**src/rtl/demux32_1to2.sv**
```systemverilog
// One-to-two stream demultiplexer. Each output has a one-entry register slot,
// and each output keeps a wrapping count of its transfers.
module demux32_1to2 #(
    parameter int WIDTH = 32,
    parameter int CNT_W = 8
) (
    input  logic             clk,
    input  logic             reset,
    input  logic [WIDTH-1:0] in_data,
    input  logic             in_valid,
    input  logic             control,
    output logic             in_ready,
    output logic [WIDTH-1:0] out1_data,
    output logic             out1_valid,
    input  logic             out1_ready,
    output logic [WIDTH-1:0] out2_data,
    output logic             out2_valid,
    input  logic             out2_ready,
    output logic [CNT_W-1:0] cnt1,
    output logic [CNT_W-1:0] cnt2
);

    logic [WIDTH-1:0] data_reg [2];
    logic [CNT_W-1:0] cnt_reg  [2];
    logic [1:0]       valid_reg;
    logic [1:0]       out_ready;
    logic [1:0]       sel;
    logic [1:0]       slot_free;
    logic [1:0]       accept;
    logic [1:0]       xfer;

    assign out_ready = {out2_ready, out1_ready};
    assign sel       = {control, ~control};

    // A slot can take a new word if it is empty or is being drained this edge.
    assign in_ready = |(sel & slot_free);

    generate
        for (genvar gi = 0; gi < 2; gi++) begin : g_chan
            assign slot_free[gi] = ~valid_reg[gi] | out_ready[gi];
            assign accept[gi]    = in_valid & sel[gi] & slot_free[gi];
            assign xfer[gi]      = valid_reg[gi] & out_ready[gi];

            always_ff @(posedge clk or posedge reset) begin
                if (reset) begin
                    data_reg[gi]  <= '0;
                    valid_reg[gi] <= 1'b0;
                    cnt_reg[gi]   <= '0;
                end else begin
                    if (accept[gi]) begin
                        data_reg[gi]  <= in_data;
                        valid_reg[gi] <= 1'b1;
                    end else if (xfer[gi]) begin
                        valid_reg[gi] <= 1'b0;
                    end
                    if (xfer[gi]) begin
                        cnt_reg[gi] <= cnt_reg[gi] + 1'b1;
                    end
                end
            end
        end
    endgenerate

    assign out1_data  = data_reg[0];
    assign out1_valid = valid_reg[0];
    assign cnt1       = cnt_reg[0];
    assign out2_data  = data_reg[1];
    assign out2_valid = valid_reg[1];
    assign cnt2       = cnt_reg[1];

endmodule

```
**config.mk**
```make
export PLATFORM = sky130hd
export DESIGN_NAME = demux32_1to2
export DESIGN_NICKNAME = d
export VERILOG_FILES = /design/src/rtl/demux32_1to2.sv
export SDC_FILE = /design/constraint.sdc
export NUM_CORES = 1
export LEC_CHECK = 0
export ABC_AREA = 1
export CORE_MARGIN = 1
export CORE_UTILIZATION = 45
export DETAILED_ROUTE_END_ITERATION = 6
export HOLD_SLACK_MARGIN = 0.02
export PLACE_DENSITY = 0.77
export SLEW_MARGIN = 15
export SYNTH_ARGS = -nofsm -noshare
export SYNTH_HDL_FRONTEND = slang
export SYNTH_SLANG_ARGS = --single-unit
```
**constraint.sdc**
```tcl
create_clock -name clk -period 3.49 [get_ports clk]
set_input_delay 0.698 -clock clk [delete_from_list [all_inputs] [get_ports clk]]
set_output_delay 0.698 -clock clk [all_outputs]
set_load 0.01 [all_outputs]
```
==> impl_metrics.env, run 1 <==
export IMPL_syn_inst=341
export IMPL_crit_top_cell="clkdlybuf4s50_1"
export IMPL_cts_tree="built"
export IMPL_ff2ff_path_depth=6
export IMPL_cp_top_family="buffers and inverters"
export IMPL_pre_cts_slack_ns=0.627
export IMPL_wl_per_cell_um=12.3
export IMPL_grt_max_degree=65
export IMPL_cp_arrival_ns=2.13
export IMPL_die_area_mm2=0.00783
export IMPL_fillers=579
export IMPL_timing_final_max_slew_violations=0
export IMPL_crit_path_end_kind="output pin"
export IMPL_syn_area_mm2=0.00337
export IMPL_layout_nets=501
export IMPL_antenna_cells=0
export IMPL_numCtsBuffers=9
export IMPL_max_stage_delay_ns=0.47
export IMPL_cts_buffer_depth=2
export IMPL_rr_startpoint="out1_valid"
export IMPL_drv_cap=0
export IMPL_rsz0062_at_grt="no"
export IMPL_detail_route_iter0_violations=111
export IMPL_vias=2589
export IMPL_p_comb_share_pct=39.5
export IMPL_crit_slowest_cell="clkdlybuf4s50_1"
export IMPL_p_switching_mw=1.22
export IMPL_fin_worst_skew_ns=0.00998
export IMPL_critPathCapture="in_ready"
export IMPL_portBuffers=120
export IMPL_worstPathMaxFanout=4
export IMPL_syn_area_per_cell_um2=9.87
export IMPL_rows=31
export IMPL_grt_overflow=0
export IMPL_crit_path_start="out1_ready"
export IMPL_routabilityCongestion=0.708
export IMPL_hold_violations=0
export IMPL_ir_worst_vdd_mv=0.399
export IMPL_worstPathRequired_ns=2.79
export IMPL_cp_cell_sequence="clkdlybuf4s50_1 > nand2_2 > nand2_1 > mux2_2 > clkdlybuf4s50_1"
export IMPL_core_mm2=0.00725
export IMPL_p_leak_nw=2.32
export IMPL_setup_viol=0
export IMPL_sw_frac_of_total_pct=32.1
export IMPL_final_area_mm2=0.00484
export IMPL_power_density_mw_per_mm2=785
export IMPL_synth_seq_cells=82
export IMPL_start_kind="primary input"
export IMPL_hold_buffers=0
export IMPL_cts_htree_levels=3
export IMPL_syn_nets=381
export IMPL_cp_depth=5
export IMPL_status="complete, no violations"
export IMPL_cts_sink_count=82
export IMPL_die_w_um=88.5
export IMPL_rrSetupSlack_ns=1.74
export IMPL_die_h_um=88.5
export IMPL_final_core_util_pct=66.7
export IMPL_post_cts_buffers=0
export IMPL_drt_total_wl_mm=6.98
export IMPL_first_pass_iters=4
export IMPL_yosysUniqueCellTypes=19
export IMPL_antenna_left=0
export IMPL_fin_ws_ns=0.658
export IMPL_io_pins=121
export IMPL_whs_ns=0.481
export IMPL_crit_type="in -> out"
export IMPL_gr_usage_all_layers_pct=19.2
export IMPL_worst_pin_slew_ns=0.767
export IMPL_finalCritPeriodShare_pct=81.1
export IMPL_ys_warn_count=0
export IMPL_cp_num_buf_inv=2
export IMPL_cts_root_buf="clkbuf_8"
export IMPL_relSlewSlack_pct=48.8
export IMPL_p_seq_share_pct=40.5
export IMPL_start_util_pct=46.4
export IMPL_clkLatencyLatePin_ns=0.35
export IMPL_ys_seq_area_share_pct=60.9
export IMPL_drive_gt1_share_pct=10.1
export IMPL_antenna_found_initial=0
export IMPL_viasPerCell=4.58
export IMPL_grt_pass1_vias=2487
export IMPL_place_area_mm2=0.00462
export IMPL_dp_hpwl_mm=4.88
export IMPL_p_int_mw=2.58
export IMPL_area_delta_synth_final_pct=43.7
export IMPL_hp_class="reg -> reg"
export IMPL_clk_pin_slew_worst_paths_ns=0.07
export IMPL_cts_resized_gates=0
export IMPL_reg2reg_to="out1_data[31]"
export IMPL_fin_tns_setup_ns=0
export IMPL_grt_pass1_wl_mm=11.4
export IMPL_fin_crit_ns=2.83
export IMPL_clock_fmax_ghz=0.353
export IMPL_drc=0
export IMPL_clockPowerShare_pct=20.0
## layer usage
layer  up-vias  global-route usage, %  routed length (um)
met5         -                      0                   0
met4         0                   7.48                  81
met3         8                   6.62                 518
met2        70                   32.2                3490
met1      1217                   22.8                2890
li1       1294                      -                   -
## state kept, by name (all words and copies together) (netlist names)
signal	count
cnt1	8
cnt2	8
out1_data	32
out1_valid	1
out2_data	32
out2_valid	1
## cell families (layout without fill, tap and decap cells)
family	count (synthesis)	count (layout)	synth area share (%)
fa+ha+maj	2	2	0.743
mux	3	3	1.00
buf+inv	64	189	9.10
simple gates	117	117	13.9
compound gates	65	65	12.2
xor+xnor	8	8	2.08
flops	82	82	60.9
## worst min path at each step
stage	startpoint	to	slack, ns	depth (start not counted)
after floorplan	out2_data[16]	out2_data[16]	0.52	2
after global placement	out1_data[23]	out1_data[23]	0.46	2
after detailed placement	out1_data[25]	out1_data[25]	0.47	2
after CTS	out1_data[25]	out1_data[25]	0.49	2
after global routing	out1_data[25]	out1_data[25]	0.50	2
final	out1_data[23]	out1_data[23]	0.48	2
## power groups by stage
stage / clock network, mW / registers, mW / logic [mW]
5_1_grt: 0.816 / 1.58 / 1.65
3_3_place_gp: 0 / 1.54 / 1.48
4_1_cts: 0.774 / 1.54 / 1.53
2_1_floorplan: 0 / 1.69 / 0.506
3_5_place_dp: 0 / 1.55 / 1.52
6_report: 0.758 / 1.54 / 1.50
## cell type report
cell class	count	area, um2	share of cell area (%)
clock inverters	4	75.1	1.55
well taps	99	124	2.56
flip-flops and latches	82	2050	42.4
repair buffers	122	1240	25.7
multi-input cells	195	1010	20.8
inverters	51	193	3.98
clock buffers	12	145	3.00
## cell usage after synthesis, drive strengths merged
library cell	number	area [um2]
nand2	101	394
dfrtp	82	2050
o21ai	65	412
inv	51	191
buf	12	110
nor2	8	30.0
nand3	6	30.0
xnor2	4	35.0
xor2	4	35.0
mux2	3	33.8
ha	2	25.0
clkbuf	1	5.00
nand3b	1	7.51
nand4	1	6.26
## cells in the final DEF (no fill, tap or decap), drive strengths merged, types with 3 or more instances in the layout
cell / netlist / final
clkdlybuf4s50: 0 / 120
nand2: 101 / 101
dfrtp: 82 / 82
o21ai: 65 / 65
inv: 51 / 50
clkbuf: 1 / 12
nor2: 8 / 8
nand3: 6 / 6
xnor2: 4 / 4
xor2: 4 / 4
mux2: 3 / 3
## per-stage QoR
step           power [mW]  instances
3_3_place_gp         3.02        549
2_1_floorplan        2.20        341
6_report             3.80        565
4_1_cts              3.84        565
3_5_place_dp         3.07        549
5_1_grt              4.05        565
## worst min-delay path, delay by kind of cell (launching register included)
family	cells	cell delay (ns)
compound gates	1	0.05
flops	1	0.34
simple gates	1	0.06
No activity file was read; power rests on OpenSTA's default activity.
==> run 2, diff against run 1 <==
Clock period 3.49 ns to 2.7 ns, I/O delays scaled along.
==> run 2 against run 1 <==
Against the previous run:
- clock power grew 27%
- largest power group unchanged
- critical endpoint unchanged
- cell count increased by 0.18%
- worst setup slack worse by 0.48 ns
==> impl_metrics.env, run 2 (synthesized netlist as in run 1, its figures left out) <==
export IMPL_status="complete, no violations"
export IMPL_drv_cap=0
export IMPL_cts_resized_gates=0
export IMPL_drc=0
export IMPL_worstPathMaxFanout=4
export IMPL_grt_pass1_wl_mm=11.4
export IMPL_setup_viol=0
export IMPL_post_cts_buffers=0
export IMPL_cts_buffer_depth=2
export IMPL_portBuffers=120
export IMPL_area_delta_synth_final_pct=43.7
export IMPL_hold_buffers=0
export IMPL_io_pins=121
export IMPL_min_from="out1_data[24]"
export IMPL_die_w_um=88.5
export IMPL_cp_top_family="buffers and inverters"
export IMPL_cp_num_buf_inv=2
export IMPL_core_mm2=0.00725
export IMPL_timing_final_max_slew_violations=0
export IMPL_die_area_mm2=0.00783
export IMPL_antenna_left=0
export IMPL_rows=31
export IMPL_final_cell_mix="120 x clkdlybuf4s50_1, 97 x nand2_1, 82 x dfrtp_1"
export IMPL_crit_path_start="out1_ready"
export IMPL_viasPerCell=4.57
export IMPL_first_pass_iters=4
export IMPL_detail_route_iter0_violations=83
export IMPL_grt_overflow=0
export IMPL_die_h_um=88.5
export IMPL_start_util_pct=46.4
export IMPL_antenna_cells=0
export IMPL_final_common_cell="clkdlybuf4s50_1"
export IMPL_gr_usage_all_layers_pct=18.9
export IMPL_crit_path_end_kind="output pin"
export IMPL_numCtsBuffers=9
export IMPL_cts_root_buf="clkbuf_8"
export IMPL_fin_ws_ns=0.175
export IMPL_max_stage_delay_ns=0.47
export IMPL_antenna_found_initial=0
export IMPL_fin_crit_ns=2.52
export IMPL_vias=2586
export IMPL_crit_type="in -> out"
export IMPL_start_kind="primary input"
export IMPL_power_mw=4.88
export IMPL_pre_cts_slack_ns=0.157
export IMPL_dp_hpwl_mm=5.07
export IMPL_ir_worst_vdd_mv=0.467
export IMPL_worst_pin_slew_ns=0.630
export IMPL_whs_ns=0.483
export IMPL_clkLatencyLatePin_ns=0.34
export IMPL_relSlewSlack_pct=57.9
export IMPL_hold_violations=0
export IMPL_cts_sink_count=82
export IMPL_cp_cell_sequence="clkdlybuf4s50_1 > nand2_2 > nand2_1 > mux2_2 > clkdlybuf4s50_1"
export IMPL_clk_pin_slew_worst_paths_ns=0.07
export IMPL_fin_tns_setup_ns=0
export IMPL_grt_max_degree=65
export IMPL_cts_tree="built"
export IMPL_clock_fmax_ghz=0.396
export IMPL_layout_nets=503
export IMPL_finalCritPeriodShare_pct=93.5
export IMPL_routabilityCongestion=0.723
export IMPL_hp_class="reg -> reg"
export IMPL_p_leak_nw=2.32
export IMPL_rr_startpoint="out2_valid"
export IMPL_fin_worst_skew_ns=0.0104
export IMPL_drt_total_wl_mm=6.98
export IMPL_grt_pass1_vias=2573
export IMPL_power_density_mw_per_mm2=1010
export IMPL_rsz0062_at_grt="no"
export IMPL_crit_top_cell="clkdlybuf4s50_1"
export IMPL_wl_per_cell_um=12.3
export IMPL_worstPathRequired_ns=2.16
export IMPL_cp_arrival_ns=1.98
export IMPL_crit_slowest_cell="clkdlybuf4s50_1"
export IMPL_drive_gt1_share_pct=10.5
export IMPL_cts_htree_levels=3
run 2: cell types whose count changed in the layout (fill, tap and decap cells not counted), sizes merged:
cell      previous run  this run
clkinv               1         2
clkinvlp             2         1
clkbuf              12        11
buf                  2         4
run 2: layout make-up:
cell class / instances / area (um2)
clock inverters: 4 / 76.3
clock buffers: 11 / 141
inverters: 51 / 193
repair buffers: 124 / 1240
well taps: 99 / 124
flip-flops and latches: 82 / 2050
fillers: 597 / 2410
multi-input cells: 195 / 1010
run 2: worst min-delay path: stages, from the launching register on:
cell,delay [ns]
dfrtp_1,0.34
nand2_1,0.06
o21ai_2,0.05
run 2: final timing paths:
kind | endpoint | cells past startpoint | slack [ns]
min in group asynchronous | out2_data[14] | 2 | 0.59
max in group asynchronous | out2_data[26] | 3 | 1.50
setup / recovery | in_ready | 5 | 0.18
setup reg to reg | out2_data[16] | 4 | 1.23
hold reg to reg | out1_data[24] | 2 | 0.48
hold / removal | out1_data[24] | 2 | 0.48
run 2: where the power goes:
group	internal, mW	total (mW)	switching, mW
clock network	0.543	0.962	0.419
registers	1.68	1.99	0.313
logic	1.10	1.93	0.826
total	3.32	4.88	1.56
run 2: stage by stage:
| step | cell area [um2] | util [%] | cells |
|---|---|---|---|
| 2_1_floorplan | 3370 | - | 341 |
| 6_report | 4840 | 66.7 | 566 |
| 4_1_cts | 4840 | 66.7 | 566 |
| 5_1_grt | 4840 | 66.7 | 566 |
| 3_3_place_gp | 4620 | 63.7 | 551 |
| 3_5_place_dp | 4620 | 63.7 | 551 |
run 2: routing by layer:
layer / global-route usage, % / share of wire, % / up-vias
li1: - / - / 1298
met1: 22.0 / 41 / 1213
met2: 33.3 / 52 / 69
met3: 5.13 / 6.6 / 6
met4: 7.48 / 0.92 / 0
met5: 0 / 0 / -
